**config.mk**
```make
export PLATFORM = sky130hd
export DESIGN_NAME = mips_multicycle_ctrl
export DESIGN_NICKNAME = d
export VERILOG_FILES = /design/src/rtl/mips_multicycle_ctrl.sv
export SDC_FILE = /design/constraint.sdc
export NUM_CORES = 1
export LEC_CHECK = 0
export BUFFER_PORTS_ARGS = -buffer_cell sky130_fd_sc_hd__buf_4
export CELL_PAD_IN_SITES_DETAIL_PLACEMENT = 1
export CELL_PAD_IN_SITES_GLOBAL_PLACEMENT = 2
export CORE_ASPECT_RATIO = 0.7
export CORE_MARGIN = 1
export CORE_UTILIZATION = 19
export DETAILED_ROUTE_END_ITERATION = 10
export PLACE_DENSITY = 0.75
export SLEW_MARGIN = 25
export SYNTH_ARGS = -nofsm -noshare
export SYNTH_HDL_FRONTEND = slang
export SYNTH_SLANG_ARGS = --single-unit
```
**constraint.sdc**
```tcl
create_clock -name clk -period 1.1 [get_ports clk]
set_input_delay 0.055 -clock clk [delete_from_list [all_inputs] [get_ports clk]]
set_output_delay 0.055 -clock clk [all_outputs]
set_load 0.01 [all_outputs]
```
**src/rtl/mips_multicycle_ctrl.sv**
```systemverilog
// Multicycle MIPS main control FSM with a mem_ready handshake on fetch, load and store.
// Optional CTRL_PERF_EN adds a retired-instruction counter output (instret).
module mips_multicycle_ctrl #(
    parameter int CNT_W = 32
) (
    input  logic       clk,
    input  logic       reset,
    input  logic [5:0] op,
    input  logic       zero,
    input  logic       mem_ready,
    output logic       iord,
    output logic       memwrite,
    output logic       irwrite,
    output logic       regdst,
    output logic       memtoreg,
    output logic       regwrite,
    output logic       alusrca,
    output logic [1:0] alusrcb,
    output logic [1:0] aluop,
    output logic [1:0] pcsrc,
    output logic       pcen,
    output logic       illegal,
    output logic [3:0] state_o
`ifdef CTRL_PERF_EN
    ,
    output logic [CNT_W-1:0] instret
`endif
);

    // state  | meaning
    // FETCH  | read instruction at PC, PC += 4 when memory completes
    // DECODE | compute branch target, dispatch on opcode
    // MEMADR | effective address for lw/sw
    // MEMRD  | data read, wait for mem_ready
    // MEMWB  | load result into rt
    // MEMWR  | data write, strobe held until mem_ready
    // EXEC   | R-type ALU operation
    // ALUWB  | R-type result into rd
    // BEQ    | compare, take branch on zero
    // ADDIEX | rs + signext imm
    // ADDIWB | addi result into rt
    // JUMP   | load jump target
    // ILL    | unsupported opcode, flag and continue
    typedef enum logic [3:0] {
        FETCH  = 4'd0,
        DECODE = 4'd1,
        MEMADR = 4'd2,
        MEMRD  = 4'd3,
        MEMWB  = 4'd4,
        MEMWR  = 4'd5,
        EXEC   = 4'd6,
        ALUWB  = 4'd7,
        BEQ    = 4'd8,
        ADDIEX = 4'd9,
        ADDIWB = 4'd10,
        JUMP   = 4'd11,
        ILL    = 4'd12
    } state_t;

    localparam logic [5:0] OP_RTYPE = 6'b000000;
    localparam logic [5:0] OP_LW    = 6'b100011;
    localparam logic [5:0] OP_SW    = 6'b101011;
    localparam logic [5:0] OP_BEQ   = 6'b000100;
    localparam logic [5:0] OP_ADDI  = 6'b001000;
    localparam logic [5:0] OP_J     = 6'b000010;

    if (CNT_W < 1) begin : g_cnt_w_check
        $error("CNT_W must be at least 1");
    end

    state_t state, next;
    logic   pcwrite, branch;

    always_ff @(posedge clk or posedge reset) begin
        if (reset) state <= FETCH;
        else       state <= next;
    end

    always_comb begin
        next     = state;
        iord     = 1'b0;
        memwrite = 1'b0;
        irwrite  = 1'b0;
        regdst   = 1'b0;
        memtoreg = 1'b0;
        regwrite = 1'b0;
        alusrca  = 1'b0;
        alusrcb  = 2'b00;
        aluop    = 2'b00;
        pcsrc    = 2'b00;
        pcwrite  = 1'b0;
        branch   = 1'b0;
        illegal  = 1'b0;
        case (state)
            FETCH: begin
                alusrcb = 2'b01;
                irwrite = mem_ready;
                pcwrite = mem_ready;
                if (mem_ready) next = DECODE;
            end
            DECODE: begin
                alusrcb = 2'b11;
                case (op)
                    OP_LW, OP_SW: next = MEMADR;
                    OP_RTYPE:     next = EXEC;
                    OP_BEQ:       next = BEQ;
                    OP_ADDI:      next = ADDIEX;
                    OP_J:         next = JUMP;
                    default:      next = ILL;
                endcase
            end
            MEMADR: begin
                alusrca = 1'b1;
                alusrcb = 2'b10;
                next    = (op == OP_SW) ? MEMWR : MEMRD;
            end
            MEMRD: begin
                iord = 1'b1;
                if (mem_ready) next = MEMWB;
            end
            MEMWB: begin
                memtoreg = 1'b1;
                regwrite = 1'b1;
                next     = FETCH;
            end
            MEMWR: begin
                iord     = 1'b1;
                memwrite = 1'b1;
                if (mem_ready) next = FETCH;
            end
            EXEC: begin
                alusrca = 1'b1;
                aluop   = 2'b10;
                next    = ALUWB;
            end
            ALUWB: begin
                regdst   = 1'b1;
                regwrite = 1'b1;
                next     = FETCH;
            end
            BEQ: begin
                alusrca = 1'b1;
                aluop   = 2'b01;
                pcsrc   = 2'b01;
                branch  = 1'b1;
                next    = FETCH;
            end
            ADDIEX: begin
                alusrca = 1'b1;
                alusrcb = 2'b10;
                next    = ADDIWB;
            end
            ADDIWB: begin
                regwrite = 1'b1;
                next     = FETCH;
            end
            JUMP: begin
                pcsrc   = 2'b10;
                pcwrite = 1'b1;
                next    = FETCH;
            end
            ILL: begin
                illegal = 1'b1;
                next    = FETCH;
            end
            default: next = FETCH;
        endcase
        // State is already FETCH under reset, but FETCH strobes follow mem_ready.
        if (reset) begin
            irwrite  = 1'b0;
            pcwrite  = 1'b0;
            branch   = 1'b0;
            memwrite = 1'b0;
            regwrite = 1'b0;
            illegal  = 1'b0;
        end
    end

    assign pcen    = pcwrite | (branch & zero);
    assign state_o = state;

`ifdef CTRL_PERF_EN
    logic retire;

    always_comb begin
        retire = 1'b0;
        case (state)
            MEMWB, ALUWB, BEQ, ADDIWB, JUMP: retire = 1'b1;
            MEMWR:                           retire = mem_ready;
            default:                         retire = 1'b0;
        endcase
    end

    always_ff @(posedge clk or posedge reset) begin
        if (reset)       instret <= '0;
        else if (retire) instret <= instret + CNT_W'(1);
    end
`endif

endmodule
```
==> results of run 1 <==
cell usage in the layout (no fill, tap or decap), drive strengths merged:
| master | count |
|---|---|
| buf | 67 |
| nor4 | 2 |
| or3b | 1 |
| nand4 | 1 |
| inv | 2 |
| a2bb2oi | 1 |
| dlygate4sd3 | 1 |
| or4b | 1 |
| a2111oi | 2 |
| o22ai | 1 |
| xnor2 | 1 |
| a21oi | 3 |
| nor3b | 2 |
| mux2i | 1 |
| o211ai | 1 |
| nand3 | 2 |
| o22a | 1 |
| and3 | 2 |
| nand2 | 5 |
| nor4b | 1 |
| clkbuf | 4 |
| a21o | 2 |
| xor2 | 1 |
| nor2b | 2 |
| nand2b | 6 |
| o21ai | 4 |
| dfrtp | 4 |
| nor2 | 12 |
| a211oi | 1 |
| nor3 | 10 |
Yosys cell counts:
| library cell | n | share of area [%] |
|---|---|---|
| and3_2 | 1 | 1.4 |
| nand4_1 | 1 | 1.2 |
| nor4_1 | 2 | 2.3 |
| nor3_1 | 10 | 9.3 |
| o22a_1 | 1 | 1.6 |
| o211ai_1 | 1 | 1.4 |
| nand2_1 | 5 | 3.5 |
| xor2_1 | 1 | 1.6 |
| or4b_1 | 1 | 1.9 |
| nor3b_1 | 2 | 2.8 |
| nand2b_1 | 6 | 7.0 |
| nor2b_1 | 2 | 2.3 |
| or3b_1 | 1 | 1.6 |
| a21o_1 | 2 | 2.8 |
| and3_1 | 1 | 1.2 |
| o22ai_1 | 1 | 1.2 |
| dfrtp_1 | 4 | 19 |
| a2bb2oi_1 | 1 | 1.6 |
| nor2_1 | 12 | 8.4 |
| nor4b_2 | 1 | 2.8 |
| a21oi_1 | 3 | 2.8 |
| inv_1 | 2 | 1.4 |
| a211oi_1 | 1 | 1.4 |
| a2111oi_2 | 2 | 5.6 |
| buf_2 | 3 | 2.8 |
| mux2i_1 | 1 | 1.9 |
| clkbuf_1 | 3 | 2.1 |
| nand3_1 | 2 | 1.9 |
| xnor2_1 | 1 | 1.6 |
| o21ai_0 | 4 | 3.7 |
worst max-delay path, delay by kind of cell, from the launching register on:
kind	cells	cell delay [ps]
simple gates	3	540
flops	1	450
compound gates	1	220
buf+inv	1	150
cell type report:
cell class	count	area share (%)
multi-input cells	66	43.0
repair buffers	68	42.8
well taps	34	3.01
flip-flops and latches	4	7.45
clock buffers	4	3.19
inverters	2	0.532
cells by family (layout without fill, tap and decap cells):
family | count (synthesis) | count (layout) | synth area share [%]
buffers and inverters | 8 | 74 | 6.31
flip-flops | 4 | 4 | 18.7
AO/OA/AOI/OAI | 16 | 16 | 22.2
multiplexers | 1 | 1 | 1.87
XOR/XNOR | 2 | 2 | 3.27
AND/OR/NAND/NOR | 47 | 47 | 47.7
metal layers:
layer	track usage (%)	vias to the layer above	share of wire (%)
li1	-	413	-
met5	0	-	0
met3	6.93	6	5.5
met4	10.0	0	1.0
met1	28.6	442	43
met2	40.8	31	50
power groups by stage:
stage / sequential (mW) / clock [mW] / combinational [mW]
2_1_floorplan: 0.316 / 0 / 1.06
3_3_place_gp: 0.302 / 0 / 1.93
3_5_place_dp: 0.310 / 0 / 1.95
4_1_cts: 0.325 / 0.347 / 2.84
5_1_grt: 0.349 / 0.358 / 3.52
6_report: 0.346 / 0.348 / 3.37
worst max path at each step:
| stage | from | to | slack (ps) | cells after the start |
|---|---|---|---|---|
| floorplan | state_o[1] | pcen | -280 | 3 |
| finish | state_o[1] | pcen | -540 | 5 |
| global route | state_o[1] | pcen | -560 | 5 |
| detailed placement | state_o[0] | pcen | -340 | 3 |
| CTS | state_o[0] | pcen | -500 | 3 |
| global placement | state_o[0] | pcen | -290 | 3 |
per-stage QoR:
step | util, % | setup TNS, ps | cells
CTS | 50.7 | -6020 | 174
global placement | 38.2 | -1530 | 156
finish | 54.9 | -7240 | 178
global route | 54.9 | -7870 | 178
detailed placement | 38.2 | -1810 | 156
floorplan | - | -878 | 78
repair_timing:
action / in CTS / in global routing
setup endpoints to repair: 19 / 21
cloned: 1 / 0
pin swaps: 16 / 8
hold endpoints to repair: 4 / 0
gates resized for setup: 42 / 19
hold buffers: 1 / 0
setup buffers: 13 / 4
==> flow_summary.yaml, run 1 <==
outcome:
  outcome: "finished, violations left"
  violations: "setup timing"
critical_path:
  rr_endpoint: "state_o[0]"
  r2r_slack_ps: -400
  cp_data_required_time_ps: 1040
  endpoint_kind: "output port"
  r2r-start: "state_o[0]"
  crit_slowest_cell: "dfrtp_2"
  worstSetupPathType: "flip-flop to output port"
  cp-start-kind: "flip-flop"
  critPathMaxFanout: 5
  cpMostUsedCell: "nand2_2"
  slowest_delay_ps: 450
  r2r_cells: 6
  path_cells: "or3b_4, nand2_2, nand2_2, a211oi_4, buf_4"
  worstPathArrival_ps: 1590
grt:
  overflow: 0
  grt_pass1_wl_um: 5020
  antenna_found_initial: 0
  grtUsageTotal_pct: 23.9
  grt_pass1_vias: 951
  grt_max_degree: 13
cells_and_area:
  num-nets-final: 155
  fillers: 285
  syn_to_final_growth_pct: 164
  largest_register_ffs: 4
  fin_area_um2: 1410
  multi_input_area_um2: 607
  seqCellArea_um2: 105
  drive_above_1_share_pct: 76.4
  antennaDiodeCount: 0
clock_tree:
  cts_buffers: 3
  path_clk_slew_ps: 40
  clock_path_buffers: 2
  h-tree-depth: 1
  cts-root-buf: "clkbuf_8"
  cts_tree: "built"
  clock_sinks: 4
  worstSkewPairLatency_ps: 220
power:
  swShare_pct: 43.6
  p_sw_mw: 1.77
  power_density_nw_per_um2: 2880
  max-vdd-ir-drop_uv: 897
  power_frac_seq_pct: 8.5
  clkPwrFrac_pct: 8.6
  combPwrFrac_pct: 82.9
  p_int_mw: 2.29
  leakage_nw: 0.630
  total_power_mw: 4.06
min_path:
  hold_path_end: "state_o[2]"
  holdPathStages: 3
  holdCritStartpoint: "op[4]"
  hp-class: "input pin to flip-flop"
yosys:
  synthCells: 78
  avgSynthCellArea_um2: 6.87
  synthesis.nets: 88
  ys_types: 30
  yosysSeqAreaShare_pct: 18.7
  ys_ff_latch: 4
  synth_area_um2: 536
  yosys_warnings: 0
drt:
  vias: 892
  drc: 0
  drtIter0Drc: 41
  viasPerCell: 5.01
  wl_um: 3460
  dr.pass1.iters: 4
  routedWlPerCell_um: 19.4
  ant_nets: 0
die:
  dieArea_um2: 3040
  top_level_ports: 29
  dieHeight_um: 46.4
  num_rows: 15
  fp.coreArea_um2: 2570
  start_util_pct: 20.8
  die_w_um: 65.5
sta:
  finClkSkew_ps: 1.54
  max_freq_ghz: 0.608
  slew_violations: 0
  min_period_ps: 1640
  hold_ws_ps: 205
  setup_viol: 21
  worst_pin_slew_ps: 419
  fin_ws_ps: -544
  rsz0062_at_grt: "true"
  min_period_over_period_pct: 149
  hold_viol_final: 0
  relSlewSlack_pct: 71.9
placed_design:
  place_area_um2: 981
  dpl.hpwl_um: 1610
  place_ws_ps: -338
  portBuffers: 28
  gp_congestion: 0.791
job:
  drv_cap: 0
(Power assumes the default switching activity.)
==> run 2, diff against run 1 <==
==> constraint.sdc (replaced) <==
create_clock -name clk -period 1.1 [get_ports clk]
set_input_delay 0.11 -clock clk [delete_from_list [all_inputs] [get_ports clk]]
set_output_delay 0.11 -clock clk [all_outputs]
set_load 0.01 [all_outputs]
==> run 2 against run 1 <==
The run still ends with setup timing left; total power rose by 4.3%; count of clock-buffer cells in the layout did not move; core utilization grew 3.5 points; critical path depth unchanged; register-to-register slack better by 40 ps; worst setup slack better by 6.6 ps; clock power grew 2%; final cell count is 3.4% higher; critical endpoint unchanged.
==> flow_summary.yaml, run 2 (synthesized netlist as in run 1, its figures left out) <==
outcome:
  outcome: "finished, violations left"
  violations: "setup timing"
cells_and_area:
  final_cell_mix: "49 x buf_4, 18 x buf_6, 5 x nor3_4, 5 x nor2_1, 5 x buf_8"
  fin_area_um2: 1500
  multi_input_area_um2: 627
  drive_above_1_share_pct: 73.3
  antennaDiodeCount: 0
  largest_register_ffs: 4
  final_common_cell: "buf_4"
  fin_cells: 184
  fillers: 286
  num-nets-final: 161
  syn_to_final_growth_pct: 180
  fin_util_pct: 58.3
  seqCellArea_um2: 103
placed_design:
  dpl.hpwl_um: 1820
  placed_cells_incl_taps: 159
  gp_congestion: 0.706
  place_area_um2: 1030
  portBuffers: 28
critical_path:
  worstSetupPathType: "flip-flop to output port"
  cp-start-kind: "flip-flop"
  worstPathArrival_ps: 1530
  cp_data_required_time_ps: 990
  endpoint_kind: "output port"
  critPathMaxFanout: 4
drt:
  viasPerCell: 4.98
  vias: 917
  dr.pass1.iters: 4
  drtIter0Drc: 12
  drc: 0
  wl_um: 3330
  routedWlPerCell_um: 18.1
  ant_nets: 0
clock_tree:
  cts_tree: "built"
  cts-root-buf: "clkbuf_8"
  clock_sinks: 4
  clock_path_buffers: 2
  cts_buffers: 3
  worstSkewPairLatency_ps: 230
  h-tree-depth: 1
  path_clk_slew_ps: 40
grt:
  grt_max_degree: 11
  grt_pass1_wl_um: 4440
  antenna_found_initial: 0
  grt_pass1_vias: 888
  overflow: 0
  grtUsageTotal_pct: 20.2
die:
  num_rows: 15
  top_level_ports: 29
  start_util_pct: 20.8
  dieArea_um2: 3040
  dieHeight_um: 46.4
  die_w_um: 65.5
  fp.coreArea_um2: 2570
sta:
  hold_viol_final: 0
  slew_violations: 0
  min_period_over_period_pct: 149
  relSlewSlack_pct: 72.0
  rsz0062_at_grt: "true"
  setup_viol: 23
  max_freq_ghz: 0.611
  worst_pin_slew_ps: 420
  fin_ws_ps: -537
  min_period_ps: 1640
  finClkSkew_ps: 5.11
power:
  max-vdd-ir-drop_uv: 1490
  total_power_mw: 4.24
  power_density_nw_per_um2: 2830
  leakage_nw: 0.670
min_path:
  hp-class: "input pin to flip-flop"
job:
  drv_cap: 0
run 2: worst paths after layout:
check,start,endpoint,slack (ps),cells past startpoint
worst min register to register,state_o[3],state_o[0],600,2
worst min-delay path,op[4],state_o[2],220,3
max in group asynchronous,reset,state_o[3],480,3
worst max-delay path,state_o[1],pcen,-540,5
min in group asynchronous,reset,state_o[1],440,3
worst max register to register,state_o[0],state_o[1],-360,8
run 2: timing repair:
item,in CTS,in global routing
pin swaps,13,7
setup endpoints to repair,20,23
setup buffers,10,14
gates resized for setup,42,26
hold buffers,1,0
endpoints found under the hold margin,4,0
run 2: power breakdown:
group | total (mW) | internal [mW] | switching, mW
clock network | 0.355 | 0.250 | 0.105
logic | 3.59 | 1.98 | 1.60
registers | 0.298 | 0.224 | 0.0749
run 2: cell type report:
cell class | instances | share of cell area [%]
clock buffer | 4 | 3.00
multi-input combinational | 66 | 41.8
sequential | 4 | 6.84
timing repair buffer | 74 | 45.0
tap | 34 | 2.84
inverter | 2 | 0.500
run 2: through the flow:
stage | setup TNS, ps | hold slack (ps) | worst slack, ps
floorplan | -1340 | -124 | -338
global placement | -3130 | 60.9 | -324
global route | -8170 | 256 | -580
detailed placement | -3470 | 68.7 | -344
CTS | -7330 | 224 | -533
finish | -7070 | 221 | -537
run 2: critical path, stage by stage, from the launching register on:
cell	delay, ps
dfrtp_1	420
or3b_1	370
nand2_1	90
nand2_2	70
a211oi_4	220
buf_4	150
run 2: layer usage:
layer / vias to the layer above / track usage (%) / routed length, um / share of wire [%]
met5: - / 0 / 0 / 0
met4: 0 / 5.22 / 93 / 2.8
met3: 12 / 2.23 / 131 / 3.9
met2: 36 / 37.7 / 1610 / 48
met1: 439 / 25.1 / 1490 / 45
li1: 430 / - / - / -
